==> config.mk <==
export PLATFORM = sky130hd
export DESIGN_NAME = div_unit
export DESIGN_NICKNAME = d
export VERILOG_FILES = /design/src/rtl/div_pkg.sv /design/src/rtl/div_sign_fix.sv /design/src/rtl/div_unit.sv
export SDC_FILE = /design/constraint.sdc
export NUM_CORES = 1
export LEC_CHECK = 0
export ABC_AREA = 1
export BUFFER_PORTS_ARGS = -buffer_cell sky130_fd_sc_hd__buf_2
export CORE_MARGIN = 5
export CORE_UTILIZATION = 40
export DETAILED_ROUTE_END_ITERATION = 12
export PLACE_DENSITY = 0.58
export SYNTH_ARGS = -nofsm -noshare
export SYNTH_HDL_FRONTEND = slang
export SYNTH_SLANG_ARGS = --single-unit
==> constraint.sdc <==
create_clock -name clk -period 5.15 [get_ports clk]
set_clock_uncertainty 0.15 [all_clocks]
set_input_delay 0.515 -clock clk [delete_from_list [all_inputs] [get_ports clk]]
set_output_delay 0.515 -clock clk [all_outputs]
set_load 0.02 [all_outputs]
==> src/rtl/div_pkg.sv <==
// Shared definitions for the iterative integer divider: operand width,
// operation encodings and the controller state type.
package div_pkg;

    localparam int XLEN = 32;

    localparam logic [1:0] OP_DIV  = 2'b00;
    localparam logic [1:0] OP_DIVU = 2'b01;
    localparam logic [1:0] OP_REM  = 2'b10;
    localparam logic [1:0] OP_REMU = 2'b11;

    typedef enum logic [1:0] {
        ST_IDLE = 2'd0,
        ST_CALC = 2'd1,
        ST_DONE = 2'd2
    } div_state_e;

endpackage

==> src/rtl/div_sign_fix.sv <==
// Combinational sign handling around the unsigned restoring divider.
// Extracts operand magnitudes for the datapath, flags divisor-zero and
// signed-overflow requests, and turns the raw unsigned quotient/remainder
// into the architectural result (including the special-case values).
module div_sign_fix
    import div_pkg::*;
#(
    parameter int XLEN = 32
) (
    input  logic [1:0]      op_i,
    input  logic [XLEN-1:0] rs1_i,
    input  logic [XLEN-1:0] rs2_i,
    input  logic [XLEN-1:0] quo_i,
    input  logic [XLEN-1:0] rem_i,
    output logic [XLEN-1:0] mag1_o,
    output logic [XLEN-1:0] mag2_o,
    output logic            special_o,
    output logic [XLEN-1:0] result_o
);

    logic                   is_signed;
    logic                   neg1;
    logic                   neg2;
    logic                   div_zero;
    logic                   overflow;
    logic signed [XLEN-1:0] rs1_s;
    logic signed [XLEN-1:0] rs2_s;
    logic [XLEN-1:0]        quo_fix;
    logic [XLEN-1:0]        rem_fix;

    // Magnitudes, special-case detection and final sign correction.
    always_comb begin
        rs1_s     = $signed(rs1_i);
        rs2_s     = $signed(rs2_i);
        // Odd encodings (DIVU/REMU) are the unsigned ones.
        is_signed = ~op_i[0];
        neg1      = is_signed & (rs1_s < 0);
        neg2      = is_signed & (rs2_s < 0);
        // Negating 0x80000000 leaves 0x80000000, which is the correct
        // unsigned magnitude, so no extra width is needed.
        mag1_o    = neg1 ? (~rs1_i + 1'b1) : rs1_i;
        mag2_o    = neg2 ? (~rs2_i + 1'b1) : rs2_i;

        div_zero  = (rs2_i == '0);
        overflow  = is_signed & (rs1_i == {1'b1, {(XLEN-1){1'b0}}}) & (rs2_i == {XLEN{1'b1}});
        special_o = div_zero | overflow;

        if (div_zero) begin
            quo_fix = {XLEN{1'b1}};
            rem_fix = rs1_i;
        end else if (overflow) begin
            quo_fix = {1'b1, {(XLEN-1){1'b0}}};
            rem_fix = '0;
        end else begin
            // Quotient negative when signs differ; remainder follows dividend.
            quo_fix = (neg1 ^ neg2) ? (~quo_i + 1'b1) : quo_i;
            rem_fix = neg1 ? (~rem_i + 1'b1) : rem_i;
        end

        result_o = op_i[1] ? rem_fix : quo_fix;
    end

endmodule

==> src/rtl/div_unit.sv <==
// Multi-cycle radix-2 restoring divider for DIV/DIVU/REM/REMU.
// IDLE accepts a request, CALC runs one shift/subtract step per cycle for
// 32 cycles, DONE presents the result for one cycle.
// Optional macro DIV_BYPASS_EN: divisor-zero and signed-overflow requests
// jump straight from IDLE to DONE instead of iterating.
module div_unit
    import div_pkg::*;
#(
    parameter int XLEN = 32
) (
    input  logic            clk,
    input  logic            rst,
    input  logic            start_i,
    input  logic [1:0]      op_i,
    input  logic [XLEN-1:0] rs1_i,
    input  logic [XLEN-1:0] rs2_i,
    input  logic [4:0]      rd_tag_i,
    input  logic            flush_i,
    output logic            busy_o,
    output logic            done_o,
    output logic [XLEN-1:0] result_o,
    output logic [4:0]      rd_tag_o
);

    localparam int CNT_W = $clog2(XLEN);

    div_state_e       state_q, state_d;
    logic [CNT_W-1:0] cnt_q, cnt_d;
    logic [1:0]       op_q, op_d;
    logic [XLEN-1:0]  rs1_q, rs1_d;
    logic [XLEN-1:0]  rs2_q, rs2_d;
    logic [4:0]       tag_q, tag_d;
    logic [XLEN-1:0]  quo_q, quo_d;
    logic [XLEN-1:0]  rem_q, rem_d;
    logic [XLEN-1:0]  dvs_q, dvs_d;
    logic [XLEN-1:0]  res_hold_q, res_hold_d;
    logic [4:0]       tag_hold_q, tag_hold_d;

    logic [1:0]       fix_op;
    logic [XLEN-1:0]  fix_rs1;
    logic [XLEN-1:0]  fix_rs2;
    logic [XLEN-1:0]  mag1;
    logic [XLEN-1:0]  mag2;
    logic             special;
    logic [XLEN-1:0]  fix_result;

    logic [XLEN:0]    shifted;
    logic [XLEN:0]    diff;
    logic             fits;

    // In IDLE the sign unit looks at the incoming request (magnitudes to load);
    // afterwards it looks at the latched request (final correction in DONE).
    always_comb begin
        if (state_q == ST_IDLE) begin
            fix_op  = op_i;
            fix_rs1 = rs1_i;
            fix_rs2 = rs2_i;
        end else begin
            fix_op  = op_q;
            fix_rs1 = rs1_q;
            fix_rs2 = rs2_q;
        end
    end

    div_sign_fix #(.XLEN(XLEN)) u_sign_fix (
        .op_i      (fix_op),
        .rs1_i     (fix_rs1),
        .rs2_i     (fix_rs2),
        .quo_i     (quo_q),
        .rem_i     (rem_q),
        .mag1_o    (mag1),
        .mag2_o    (mag2),
        .special_o (special),
        .result_o  (fix_result)
    );

`ifndef DIV_BYPASS_EN
    logic special_unused;
    assign special_unused = special;
`endif

    // Controller next state plus one restoring step of the datapath.
    always_comb begin
        state_d    = state_q;
        cnt_d      = cnt_q;
        op_d       = op_q;
        rs1_d      = rs1_q;
        rs2_d      = rs2_q;
        tag_d      = tag_q;
        quo_d      = quo_q;
        rem_d      = rem_q;
        dvs_d      = dvs_q;
        res_hold_d = res_hold_q;
        tag_hold_d = tag_hold_q;

        // Partial remainder shifted left with the next dividend bit brought in
        // from the top of the quotient register.
        shifted = {rem_q, quo_q[XLEN-1]};
        diff    = shifted - {1'b0, dvs_q};
        fits    = ~diff[XLEN];

        case (state_q)
            ST_IDLE: begin
                if (start_i && !flush_i) begin
                    op_d    = op_i;
                    rs1_d   = rs1_i;
                    rs2_d   = rs2_i;
                    tag_d   = rd_tag_i;
                    quo_d   = mag1;
                    rem_d   = '0;
                    dvs_d   = mag2;
                    cnt_d   = '0;
                    state_d = ST_CALC;
`ifdef DIV_BYPASS_EN
                    if (special) begin
                        state_d = ST_DONE;
                    end
`endif
                end
            end
            ST_CALC: begin
                rem_d = fits ? diff[XLEN-1:0] : shifted[XLEN-1:0];
                quo_d = {quo_q[XLEN-2:0], fits};
                cnt_d = cnt_q + 1'b1;
                if (cnt_q == CNT_W'(XLEN - 1)) begin
                    state_d = ST_DONE;
                end
            end
            ST_DONE: begin
                res_hold_d = fix_result;
                tag_hold_d = tag_q;
                state_d    = ST_IDLE;
            end
            default: begin
                state_d = ST_IDLE;
            end
        endcase

        if (flush_i) begin
            state_d = ST_IDLE;
        end
    end

    // Control state and architecturally visible result holding registers.
    always_ff @(posedge clk) begin
        if (rst) begin
            state_q    <= ST_IDLE;
            cnt_q      <= '0;
            res_hold_q <= '0;
            tag_hold_q <= '0;
        end else begin
            state_q    <= state_d;
            cnt_q      <= cnt_d;
            res_hold_q <= res_hold_d;
            tag_hold_q <= tag_hold_d;
        end
    end

    // Datapath registers; only meaningful while a request is in flight.
    always_ff @(posedge clk) begin
        op_q  <= op_d;
        rs1_q <= rs1_d;
        rs2_q <= rs2_d;
        tag_q <= tag_d;
        quo_q <= quo_d;
        rem_q <= rem_d;
        dvs_q <= dvs_d;
    end

    // Outputs: during DONE show the fresh result, otherwise the last one.
    always_comb begin
        busy_o   = (state_q != ST_IDLE);
        done_o   = (state_q == ST_DONE);
        result_o = done_o ? fix_result : res_hold_q;
        rd_tag_o = done_o ? tag_q : tag_hold_q;
    end

endmodule

**After elaboration in Yosys (flattened, before gate mapping)**

Cells that the tools add are included.

- Output and inout port bits: 39
- Memories: 0
- RAM bits: 0
- Latch bits: 0
- Bits in registers: 211
- Bits in read-only memories: 0
- Input port bits: 75
- Logic and storage cells: 71

- Multiplexer cells: 24
- Reduce and logical (&&, ||, !) cells: 10
- Multipliers: 0
- Add/sub/neg operators: 6
- Equality and inequality tests: 7
- Magnitude comparators: 2
- Divide/modulo/power cells: 0
- Shifts and indexed selects: 0
- Bitwise gates (word level): 11

Operator list:

| kind | number |
|---|---|
| 32-bit two-way mux | 15 |
| 32-bit by 1-bit adder with 32-bit output (second input constant) | 4 |
| 32-bit inverter | 4 |
| 32-bit case mux with 2 select lines | 2 |
| 32-bit equality test (second input constant) | 2 |
| 32-bit by 1-bit < comparator with 1-bit output (second input constant) | 2 |
| 33-bit by 32-bit subtractor with 33-bit output | 1 |
| 32-bit logical NOT | 1 |
| 5-bit two-way mux | 2 |
| 5-bit case mux with 2 select lines | 1 |
| 2-bit two-way mux | 3 |
| 2-bit AND reduction | 3 |
| 5-bit by 1-bit adder with 5-bit output (second input constant) | 1 |
| 5-bit equality test (second input constant) | 1 |
| 1-bit AND | 4 |
| 2-bit case mux with 2 select lines | 1 |
| 2-bit nonzero test | 2 |
| 2-bit by 1-bit equality test with 1-bit output (second input constant) | 1 |
| 2-bit equality test (second input constant) | 1 |
| 2-bit logical NOT | 1 |
| 2-bit by 1-bit inequality test with 1-bit output (second input constant) | 1 |
| 2-bit inequality test (second input constant) | 1 |
| 1-bit inverter | 2 |
| 2-bit OR reduction | 1 |
| 3 further kinds | 3 |

**Logic depth before layout (Yosys ltp)**

- Word-level depth: 10
- Gate-level depth with buffers: 20
- Gate-level depth less buffers: 17

**Modules after synthesis**

From an unflattened synthesis, not the netlist that was laid out.

- Cell total of the unflattened synthesis: 2459
- Area, all modules: 16214.3 um^2

Modules (own cells, without submodules):

| module | times used | area each (um^2) | cells each | seq. area each (um^2) |
|---|---|---|---|---|
| div_unit | 1 | 11318.4 | 1439 | 5895.7 |
| div_sign_fix | 1 | 4895.9 | 1020 | 0.0 |

**Worst setup path after synthesis**

Ideal clock, no wire load.

- Path kind: flip-flop to flip-flop
- Start point: register state_q[1]
- End point: register quo_q[0], enable pin
- Path slack: -0.176 ns
- Library setup time: 0.419 ns
- Required time: 4.581 ns
- Path buffers: 3
- Cell stages (with the launch flop): 9
- Data arrival time: 4.757 ns
- Clock period less this slack: 5.326 ns
- Path through: dfxtp_1 nor2_8 buf_6 buf_6 buf_6 nand3b_1 inv_1 nor2_1 inv_1

- Longest elaborated chain between the ends: 3
- Elaborated cells between the ends (all ways): 5
- Those cells by class: eq/ne: 2; reduce/logical: 3

RTL lines:

| item | RTL line | source |
|---|---|---|
| start: declaration | div_unit.sv:27 | `div_state_e state_q, state_d;` |
| start signal: assignment | div_unit.sv:152 | `state_q <= state_d;` |
| 2-bit by 1-bit equality test with 1-bit output / 2-bit logical NOT (equally long branches) | div_unit.sv:102 | `case (state_q)` |
| 2-bit nonzero test (no source line) / 2-bit by 1-bit inequality test with 1-bit output (equally long branches) | - |  |
| 2-bit AND reduction (no source line) (*) | - |  |
| end signal: assignment | div_unit.sv:165 | `quo_q <= quo_d;` |
| end: declaration | div_unit.sv:33 | `logic [XLEN-1:0] quo_q, quo_d;` |

Every way passes the cells marked *; elsewhere a longest branch is shown, timed or not.
A chain may end at the register's enable or synchronous reset.

**Worst setup path after layout**

- Start point: register state_q[1]
- End point: output port result_o[29]

- Longest elaborated chain between the ends: 10
- Elaborated cells between the ends (all ways): 24
- Those cells by class: order compare: 2; eq/ne: 3; mux: 11; bitwise: 6; reduce/logical: 2

RTL lines:

| item | RTL line | source |
|---|---|---|
| 2-bit logical NOT | div_unit.sv:54 | `if (state_q == ST_IDLE) begin` |
| 32-bit two-way mux / 2-bit two-way mux (equally long branches) | div_unit.sv:54 |  |
| 32-bit by 1-bit < comparator with 1-bit output (tied with other cells) | div_sign_fix.sv:37 | `neg1 = is_signed & (rs1_s < 0);` |
| 1-bit AND, on equally long branches | div_sign_fix.sv:37, div_sign_fix.sv:38 |  |
| 1-bit XOR | div_sign_fix.sv:56 | `quo_fix = (neg1 ^ neg2) ? (~quo_i + 1'b1) : quo_i;` |
| 32-bit two-way mux | div_sign_fix.sv:56 |  |
| 32-bit two-way mux | div_sign_fix.sv:51 | `end else if (overflow) begin` |
| 32-bit two-way mux | div_sign_fix.sv:48 | `if (div_zero) begin` |
| 32-bit two-way mux | div_sign_fix.sv:60 | `result_o = op_i[1] ? rem_fix : quo_fix;` |
| 32-bit two-way mux (*) | - |  |
| end: declaration | div_unit.sv:21 | `output logic [XLEN-1:0] result_o,` |

Marked as above.

==> report_table.html <==
<table>
<tr><th>Metric</th><th>Value</th></tr>
<tr><th colspan="2">Outcome</th></tr>
<tr><td>Run status</td><td>finished clean</td></tr>
<tr><th colspan="2">Floorplan</th></tr>
<tr><td>Area of the die</td><td>43360 sq um</td></tr>
<tr><td>I/O pin count</td><td>114</td></tr>
<tr><td>Die Span X</td><td>208.2 um</td></tr>
<tr><td>Core outline area</td><td>38740 sq um</td></tr>
<tr><td>Initial Utilization</td><td>40.57%</td></tr>
<tr><td>Die Span Y</td><td>208.2 um</td></tr>
<tr><td>FP Rows</td><td>72</td></tr>
<tr><th colspan="2">Place</th></tr>
<tr><td>DP Worst Slack</td><td>0.6402 ns</td></tr>
<tr><td>Dpl hpwl</td><td>43310 um</td></tr>
<tr><td>Count of buffers inserted at the top-level ports</td><td>113</td></tr>
<tr><td>GPL Wtd Cong</td><td>1.023</td></tr>
<tr><th colspan="2">Clocking</th></tr>
<tr><td>Buffer cell driving the clock tree root</td><td>clkbuf_16</td></tr>
<tr><td>Maximum root-to-sink buffer count</td><td>3</td></tr>
<tr><td>Clock insertion delay at the later pin of the skew report</td><td>0.54 ns</td></tr>
<tr><td>Clock buffers created by TritonCTS</td><td>26</td></tr>
<tr><td>CTS clk-pin slew, worst paths</td><td>0.06 ns</td></tr>
<tr><td>TritonCTS clock tree</td><td>built</td></tr>
<tr><td>Clk sinks</td><td>211</td></tr>
<tr><td>Number of H-tree levels</td><td>1</td></tr>
<tr><td>Postcts setup bufs</td><td>0</td></tr>
<tr><th colspan="2">Global routing</th></tr>
<tr><td>Maximum number of pins on one net before global-route repair</td><td>85</td></tr>
<tr><td>Tot GR Track Use</td><td>24.16%</td></tr>
<tr><td>Antenna violations before repair</td><td>0</td></tr>
<tr><td>Vias in the first global route</td><td>14072</td></tr>
<tr><td>Total gr overflow</td><td>0</td></tr>
<tr><td>First-pass GRT wire length</td><td>82790 um</td></tr>
<tr><th colspan="2">Route</th></tr>
<tr><td>Routed vias/inst</td><td>5.149</td></tr>
<tr><td>DRC errors left</td><td>0</td></tr>
<tr><td>Routed len/inst</td><td>18.71 um</td></tr>
<tr><td>Iteration count of the initial detailed-routing pass</td><td>6</td></tr>
<tr><td>Vias</td><td>14978</td></tr>
<tr><td>Final wirelength</td><td>54440 um</td></tr>
<tr><td>Post-route antenna net violation count</td><td>0</td></tr>
<tr><td>Number of DRC violations after detailed-routing iteration 0</td><td>1448</td></tr>
<tr><th colspan="2">STA</th></tr>
<tr><td>Tcrit/Tclk final</td><td>91.99%</td></tr>
<tr><td>Tightest Pin Transition</td><td>0.9844 ns</td></tr>
<tr><td>Setup tns final</td><td>0 ns</td></tr>
<tr><td>Unrepaired setup endpoints after global routing</td><td>no</td></tr>
<tr><td>F_max</td><td>211.1 MHz</td></tr>
<tr><td>Setup violation total in the final timing report</td><td>0</td></tr>
<tr><td>Relative max-transition margin</td><td>33.97%</td></tr>
<tr><td>Fin crit period</td><td>4.738 ns</td></tr>
<tr><td>Final Hold Viols</td><td>0</td></tr>
<tr><td>Slew Viols, Final</td><td>0</td></tr>
<tr><td>Min setup slack post-route</td><td>0.4124 ns</td></tr>
<tr><th colspan="2">Setup path</th></tr>
<tr><td>Number of cells traversed by the worst register-to-register path</td><td>14</td></tr>
<tr><td>CP Data Required Time</td><td>4.49 ns</td></tr>
<tr><td>Critical path capture point</td><td>result_o[29]</td></tr>
<tr><td>R2R Path Start</td><td>quo_q[31]$_DFFE_PP_</td></tr>
<tr><td>Worst setup EP type</td><td>primary output</td></tr>
<tr><td>Worst EP arrival</td><td>4.07 ns</td></tr>
<tr><td>Reg-to-reg setup timing slack</td><td>1.28 ns</td></tr>
<tr><td>Startpoint class of the critical path</td><td>register</td></tr>
<tr><td>Reg2Reg Capture Point</td><td>rem_q[21]$_SDFFCE_PN0P_</td></tr>
<tr><td>Timing startpoint of the critical path</td><td>state_q[1]$_SDFFE_PP0P_</td></tr>
<tr><td>Maximum net fanout on the critical path</td><td>34</td></tr>
<tr><td>Crit Path Category</td><td>reg -&gt; out</td></tr>
<tr><th colspan="2">Synthesis</th></tr>
<tr><td>Commonest cells in the synthesized netlist</td><td>nand2_1 (655), nor2_1 (332), inv_1 (272)</td></tr>
<tr><td>Largest area contributor in the synthesized netlist</td><td>edfxtp_1</td></tr>
<tr><td>Flip-flop and latch count after synthesis</td><td>211</td></tr>
<tr><td>Primary FF master, synth</td><td>edfxtp_1</td></tr>
<tr><td>Cell count after synthesis</td><td>2250</td></tr>
<tr><td>EDFF count, synth</td><td>167</td></tr>
<tr><td>Synth unique cells</td><td>53</td></tr>
<tr><td>Sequential cell area fraction in the yosys report</td><td>37.51%</td></tr>
<tr><td>Synth top area share</td><td>31.91%</td></tr>
<tr><td>Cell with the most instances after synthesis</td><td>nand2_1</td></tr>
<tr><td>Syn avg cell area</td><td>6.986 sq um</td></tr>
<tr><td>Yosys warning count</td><td>0</td></tr>
<tr><td>Net count after synthesis</td><td>2365</td></tr>
<tr><td>Fraction of registers with async set or reset after synthesis</td><td>0%</td></tr>
<tr><td>Area of the mapped netlist</td><td>15720 sq um</td></tr>
<tr><td>Leading cell types by total area after synthesis</td><td>edfxtp_1 (32%), nand2_1 (16%), nor2_1 (7.9%), inv_1 (6.5%), dfxtp_1 (5.6%)</td></tr>
<tr><th colspan="2">Power</th></tr>
<tr><td>Clock group share of total power</td><td>36.7%</td></tr>
<tr><td>Leak pwr</td><td>8.193 nW</td></tr>
<tr><td>Seq pwr share</td><td>40.8%</td></tr>
<tr><td>Peak supply drop</td><td>248.6 uV</td></tr>
<tr><td>Cell area power density</td><td>278.2 nW/um^2</td></tr>
<tr><td>Internal power</td><td>3.387 mW</td></tr>
<tr><td>Switching power total</td><td>1.582 mW</td></tr>
<tr><td>Fraction of power spent switching nets</td><td>31.83%</td></tr>
<tr><td>Portion of total power attributed to combinational logic</td><td>22.4%</td></tr>
<tr><th colspan="2">Min path</th></tr>
<tr><td>Source of the worst hold timing path</td><td>rs2_i[29]</td></tr>
<tr><td>Tightest Hold Check Type</td><td>in -&gt; reg</td></tr>
<tr><th colspan="2">Cells and area</th></tr>
<tr><td>Net count, final</td><td>2486</td></tr>
<tr><td>Antenna Diode Count</td><td>0</td></tr>
<tr><td>Fraction of layout instances using a drive strength above 1</td><td>11.25%</td></tr>
<tr><td>Layout-stage area growth over the synthesis result</td><td>13.64%</td></tr>
<tr><th colspan="2">Job</th></tr>
<tr><td>Max-capacitance violation count</td><td>0</td></tr>
</table>
==> how the worst min path moves through the flow <==
stage                                          end  slack (ns)  depth (start not counted)
final                          rs2_q[29]$_DFFE_PP_        0.02                          1
after global routing           rs2_q[29]$_DFFE_PP_       0.005                          1
after CTS                      rs2_q[29]$_DFFE_PP_      0.0003                          1
after detailed placement  res_hold_q[0]$_SDFF_PP0_        0.31                          2
after global placement       cnt_q[4]$_SDFFE_PP0P_        0.30                          2
after floorplan              cnt_q[4]$_SDFFE_PP0P_        0.30                          2
==> state kept, by name, indices dropped and copies added (netlist names) <==
signal and cells:
rem_q 32, tag_q 5, quo_q 32, op_q 2
state_q 2, dvs_q 32, tag_hold_q 5, rs1_q 32
cnt_q 5, rs2_q 32, res_hold_q 32
==> placed cells by master (no fill, tap or decap), types with 11 or more instances in the layout <==
master	instances
nand2_1	654
nor2_1	331
inv_1	270
edfxtp_1	167
nand3_1	141
buf_2	113
a21oi_1	102
o21ai_0	93
xor2_1	80
o21ai_1	45
dfxtp_1	44
ha_1	39
nand4_1	29
clkbuf_16	29
buf_4	25
nand3_2	23
dlygate4sd3_1	23
xnor2_1	22
nor3_1	18
o21ai_2	14
or2_2	11
==> metrics by stage <==
stage | utilization (%) | total power, mW | instance area [sq um] | hold WS (ns) | instances
2_1_floorplan | - | 2.781 | 15720 | 0.2953 | 2250
3_3_place_gp | 43.20 | 3.144 | 16740 | 0.3045 | 2838
3_5_place_dp | 43.20 | 3.149 | 16740 | 0.3148 | 2838
4_1_cts | 46.02 | 5.001 | 17830 | 0.0003437 | 2909
5_1_grt | 46.11 | 5.212 | 17860 | 0.004890 | 2909
6_report | 46.11 | 4.969 | 17860 | 0.02321 | 2909
==> layer usage <==
layer | global-route usage, % | up-vias | wire [um]
li1 | - | 7522 | -
met1 | 34.59 | 6860 | 25210
met2 | 37.96 | 503 | 23850
met3 | 3.510 | 93 | 3571
met4 | 7.452 | 0 | 1810
met5 | 0 | - | 0
==> area by class of cell <==
type,instances,area (sq um)
clock buffer,35,758.2
inverter,280,1055
tap,518,648.1
fill,4060,20880
sequential,211,5896
multi-input combinational,1690,8406
clock inverter,13,103.9
timing repair buffer,162,994.7
==> cells by family after synthesis <==
| family | count (synthesis) | share of synthesized area [%] |
|---|---|---|
| XOR/XNOR | 102 | 5.684 |
| AND/OR/NAND/NOR | 1253 | 33.76 |
| adder cells (fa/ha/maj) | 40 | 3.232 |
| flip-flops | 211 | 37.51 |
| AO/OA/AOI/OAI | 295 | 10.52 |
| buffers and inverters | 349 | 9.298 |
==> critical path, cell delays in order (launching register included) <==
cell and delay, ns:
dfxtp_1 0.40, nor2_8 0.42, buf_6 0.25, nand2_1 0.09, o21ai_2 0.16, ha_1 0.26
nand3_1 0.11, inv_1 0.06, nand2_1 0.08, nor2_1 0.17, nand3_1 0.14, nor2_1 0.17
nand3_2 0.25, and2_1 0.23, buf_4 0.25, nand2_1 0.11, nor2_1 0.05, nor2_1 0.11
inv_1 0.05, buf_2 0.15
==> power groups by stage <==
| stage | sequential [mW] | combinational [mW] | clock (mW) |
|---|---|---|---|
| CTS | 2.03 | 1.10 | 1.87 |
| floorplan | 2.03 | 0.752 | 0 |
| global route | 2.04 | 1.24 | 1.94 |
| finish | 2.03 | 1.11 | 1.83 |
| detailed placement | 2.06 | 1.09 | 0 |
| global placement | 2.06 | 1.08 | 0 |
==> what timing repair did <==
action	CTS	global route
hold endpoints to repair	23	0
hold buffers	23	0
endpoints found under the setup margin	0	17
resized for setup	0	6
(Power assumes the default switching activity.)
